<file path="config.mk">
export PLATFORM = sky130hd
export DESIGN_NAME = r2r_dac_wavegen
export DESIGN_NICKNAME = d
export VERILOG_FILES = /design/src/rtl/r2r_dac_wavegen.sv
export SDC_FILE = /design/constraint.sdc
export NUM_CORES = 1
export LEC_CHECK = 0
export BUFFER_PORTS_ARGS = -buffer_cell sky130_fd_sc_hd__buf_4
export CORE_ASPECT_RATIO = 1.75
export CORE_MARGIN = 2
export CORE_UTILIZATION = 60
export CTS_CLUSTER_DIAMETER = 40
export CTS_CLUSTER_SIZE = 20
export DETAILED_ROUTE_END_ITERATION = 16
export PLACE_DENSITY = 0.79
export SLEW_MARGIN = 20
export SYNTH_ARGS = -nofsm -noshare
export SYNTH_HDL_FRONTEND = slang
export SYNTH_SLANG_ARGS = --single-unit
</file>
<file path="constraint.sdc">
create_clock -name clk -period 3.84 [get_ports clk]
set_input_delay 0.576 -clock clk [delete_from_list [all_inputs] [get_ports clk]]
set_output_delay 0.576 -clock clk [all_outputs]
set_load 0.02 [all_outputs]
</file>
<file path="src/rtl/r2r_dac_wavegen.sv">
// Waveform generator for an R2R ladder DAC: external pass-through, sawtooth,
// triangle and square, with a programmable tick divider, step and period sync.
module r2r_dac_wavegen #(
    parameter int unsigned DAC_WIDTH = 8,
    parameter int unsigned DIV_SHIFT = 8
) (
    input  logic                 clk,
    input  logic                 n_rst,
    input  logic [1:0]           mode,
    input  logic [DAC_WIDTH-1:0] data,
    input  logic                 load_divider,
    input  logic                 load_step,
    output logic [DAC_WIDTH-1:0] r2r_out,
    output logic                 sync
);

    localparam int unsigned CNT_W = DAC_WIDTH + DIV_SHIFT;
    localparam int unsigned SUM_W = DAC_WIDTH + 1;
    localparam logic [DAC_WIDTH-1:0] CODE_MAX = '1;

    typedef enum logic [1:0] {
        MODE_EXT = 2'b00,
        MODE_SAW = 2'b01,
        MODE_TRI = 2'b10,
        MODE_SQR = 2'b11
    } mode_e;

    typedef enum logic {
        DIR_UP   = 1'b0,
        DIR_DOWN = 1'b1
    } dir_e;

    logic [DAC_WIDTH-1:0] out_q, out_d;
    logic [DAC_WIDTH-1:0] div_q, div_d;
    logic [DAC_WIDTH-1:0] step_q, step_d;
    logic [CNT_W-1:0]     cnt_q, cnt_d;
    dir_e                 dir_q, dir_d;
    logic                 sync_q, sync_d;

    logic [CNT_W-1:0]     limit;
    logic                 tick;
    logic [SUM_W-1:0]     sum;

    assign limit   = CNT_W'(div_q) << DIV_SHIFT;
    assign tick    = (cnt_q >= limit);
    assign sum     = SUM_W'(out_q) + SUM_W'(step_q);
    assign r2r_out = out_q;
    assign sync    = sync_q;

    always_ff @(posedge clk or negedge n_rst) begin
        if (!n_rst) begin
            out_q  <= '0;
            div_q  <= '0;
            step_q <= DAC_WIDTH'(1);
            cnt_q  <= '0;
            dir_q  <= DIR_UP;
            sync_q <= 1'b0;
        end else begin
            out_q  <= out_d;
            div_q  <= div_d;
            step_q <= step_d;
            cnt_q  <= cnt_d;
            dir_q  <= dir_d;
            sync_q <= sync_d;
        end
    end

    // Loads and waveform update; loaded values are seen by the compare from the next edge.
    always_comb begin
        div_d  = load_divider ? data : div_q;
        step_d = load_step ? data : step_q;
        out_d  = out_q;
        cnt_d  = cnt_q;
        dir_d  = dir_q;
        sync_d = 1'b0;

        if (mode_e'(mode) == MODE_EXT) begin
            out_d = data;
            cnt_d = '0;
            dir_d = DIR_UP;
        end else begin
            cnt_d = tick ? '0 : cnt_q + CNT_W'(1);
            if (tick) begin
                case (mode_e'(mode))
                    MODE_SAW: begin
                        out_d  = sum[DAC_WIDTH-1:0];
                        sync_d = sum[DAC_WIDTH];
                    end
                    MODE_TRI: begin
                        if (dir_q == DIR_UP) begin
                            if (sum >= SUM_W'(CODE_MAX)) begin
                                out_d = CODE_MAX;
                                dir_d = DIR_DOWN;
                            end else begin
                                out_d = sum[DAC_WIDTH-1:0];
                            end
                        end else begin
                            if (out_q <= step_q) begin
                                out_d  = '0;
                                dir_d  = DIR_UP;
                                sync_d = 1'b1;
                            end else begin
                                out_d = out_q - step_q;
                            end
                        end
                    end
                    MODE_SQR: begin
                        out_d  = (out_q == '0) ? CODE_MAX : '0;
                        sync_d = (out_q == '0);
                    end
                    default: begin
                        out_d = out_q;
                    end
                endcase
            end
            if (mode_e'(mode) != MODE_TRI) begin
                dir_d = DIR_UP;
            end
        end
    end

endmodule

</file>
==> reports/qor.yml <==
critPathBufInv: 0
async_flop_share_pct: 100
wl_met2_mm: 4.62
clk_path_buf_depth: 2
grt_pass1_wl_mm: 13.7
fin_skew_ns: 0.0106
synth_most_common_cell: "dfrtp_1"
ys_warn_count: 0
clk_pin_slew_ns: 0.08
ys_ff_latch: 42
die_w_um: 59.6
routed.top_layer: "met4"
cts_setup_buffers: 0
drt_wl_total_mm: 8.29
netlist_area_mm2: 0.00324
fillCellCount: 452
relSlewSlack_pct: 51.3
clk_latency_ns: 0.29
cts_tree: "done"
setup_violations: 0
coreArea_mm2: 0.00526
via_per_inst: 6.33
worst_pin_slew_ns: 0.729
maxSlewViolCount: 0
cap_violations: 0
htreeDepth: 2
area_growth_pct: 7.18
setup.worst_path.class: "reg2reg"
grt.overflow.total: 0
die_area_mm2: 0.00603
drtIter0Drc: 138
synth_nets: 413
port_buffers: 22
synth_common_cells: "41 x dfrtp_1, 34 x nand2_1, 33 x nor2_1, 31 x o21ai_0"
ant_nets: 0
grt_pass1_vias: 2823
tns_ns: 0
power_density_mw_per_mm2: 465
first_pass_iters: 4
synth.area.top_cells: "dfrtp_1 32%, ha_1 10%, o21ai_0 4.8%, nand2_1 3.9%, nor2_1 3.8%"
cts_buffers: 5
fin_crit_ns: 3.00
cellLeakagePower_nw: 1.56
cts_resized: 0
slowest_delay_ns: 0.62
timing.final.crit_share_pct: 78.2
detailroute.via_count: 2792
cts-root-buf: "clkbuf_8"
status: "finished clean"
cp_max_fo: 20
rows: 35
die_h_um: 101
crit_path_top_delay_cell: "o32ai_2"
initial_core_util_pct: 61.7
wl_met1_mm: 3.08
yosysTopAreaCellShare_pct: 31.6
synth-edff-count: 0
utilization_pct: 66.1
ioPinCount: 23
dpl.hpwl_mm: 6.51
holdBufCountCts: 0
antenna_found_initial: 0
synth_seq_area_share_pct: 32.4
drcViolationCount: 0
end_kind: "register"
routed-wl-met3_um: 193
antenna_cells: 0
arrival_ns: 3.15
avgSynthCellArea_um2: 8.74
grt_use_total_pct: 30.2
ys.flop_type: "dfrtp_1"
yosysUniqueCellTypes: 70
synth_top_cell_by_area: "dfrtp_1"
hp-class: "in2async"
crit_family: "simple AND/OR/NAND/NOR gates"
final-hold-violation-count: 0
wl_per_cell_um: 18.8
crit_path_start_kind: "register"
nNetsFinal: 427
worstPathCellList: "ha_1 -> nor2_1 -> or4b_1 -> o32ai_2 -> nand2_1 -> o221ai_1 -> a211oi_1"
rsz0062_at_grt: "false"
vdd_ir_drop_max_mv: 0.453
syn_inst: 371
fmax_ghz: 0.333
cp.required_ns: 3.99
grt_max_degree: 43
globalplace.congestion: 0.957
numClockSinks: 42
drive_above_1_share_pct: 12.7
[layout by cell type (no fill, tap or decap), drive strengths merged, types with 2 or more instances in the layout]
master / netlist / routed
clkbuf: 8 / 7
a211oi: 7 / 7
and3: 9 / 9
o32ai: 2 / 2
and2: 3 / 3
o31ai: 2 / 2
mux2: 2 / 2
nor4b: 2 / 2
ha: 26 / 26
or2: 2 / 2
or4b: 3 / 3
fa: 2 / 2
nor2b: 5 / 5
buf: 7 / 22
inv: 26 / 26
xor2: 10 / 10
nand3b: 4 / 4
o21ai: 33 / 33
nand2b: 11 / 11
nor2: 34 / 34
or3: 6 / 6
o22ai: 5 / 5
o211ai: 5 / 5
nand2: 34 / 34
dfrtp: 41 / 41
nand3: 10 / 10
a2111oi: 3 / 3
o221ai: 4 / 4
nor3: 7 / 7
nor4: 3 / 3
a21oi: 22 / 22
xnor2: 9 / 9
[area by class of cell]
class	instances	area, um^2	area share (%)
tap	55	68.8	1.98
inverter	26	97.6	2.81
sequential	42	1050	30.3
clock buffer	7	86.3	2.48
timing repair buffer	22	165	4.75
multi-input combinational	288	2000	57.6
clock inverter	1	5.00	0.144
[registers in the layout, summed over array words and instances, names as in the netlist]
| name | count |
|---|---|
| div_q | 8 |
| step_q | 8 |
| dir_q | 1 |
| sync | 1 |
| cnt_q | 16 |
| r2r_out | 8 |
[power breakdown]
part	switching, mW	internal, mW
clock	0.145	0.145
combinational	0.465	0.297
sequential	0.0693	0.494
total	0.680	0.936
[per-stage QoR]
step	power [mW]	worst slack (ns)	hold WS [ns]	cell area, um^2	instances
floorplan	1.11	1.39	0.280	3240	371
global placement	1.32	0.928	0.514	3380	433
detailed placement	1.32	0.805	0.529	3380	433
CTS	1.61	0.782	0.275	3480	441
global route	1.71	0.567	0.307	3480	441
finish	1.62	0.836	0.260	3480	441
[cell families after synthesis]
group / Yosys count / share of synthesized area, %
and+or+nand+nor: 142 / 23.6
adders and majority gates: 28 / 11.3
xor gates and xnor gates: 19 / 5.13
DFF: 42 / 32.4
buffers and inverters: 41 / 5.86
muxes: 2 / 0.694
AOI/OAI and AO/OA: 97 / 21.0
[routing by layer]
layer | global-route usage [%] | up-vias
met2 | 56.5 | 72
met1 | 32.3 | 1346
met4 | 15.9 | 0
li1 | - | 1347
met5 | 0 | -
met3 | 2.17 | 27
[final timing paths]
path	slack, ns	to	from	cells past startpoint
min in group clk	0.51	step_q[1]	data[1]	3
setup reg to reg	0.84	r2r_out[1]	cnt_q[14]	7
hold reg to reg	0.53	cnt_q[0]	cnt_q[0]	1
max in group asynchronous	3.20	cnt_q[15]	n_rst	1
setup / recovery	0.84	r2r_out[1]	cnt_q[14]	7
hold / removal	0.26	cnt_q[3]	n_rst	1
Note: power is estimated with default switching activity, not from simulation.
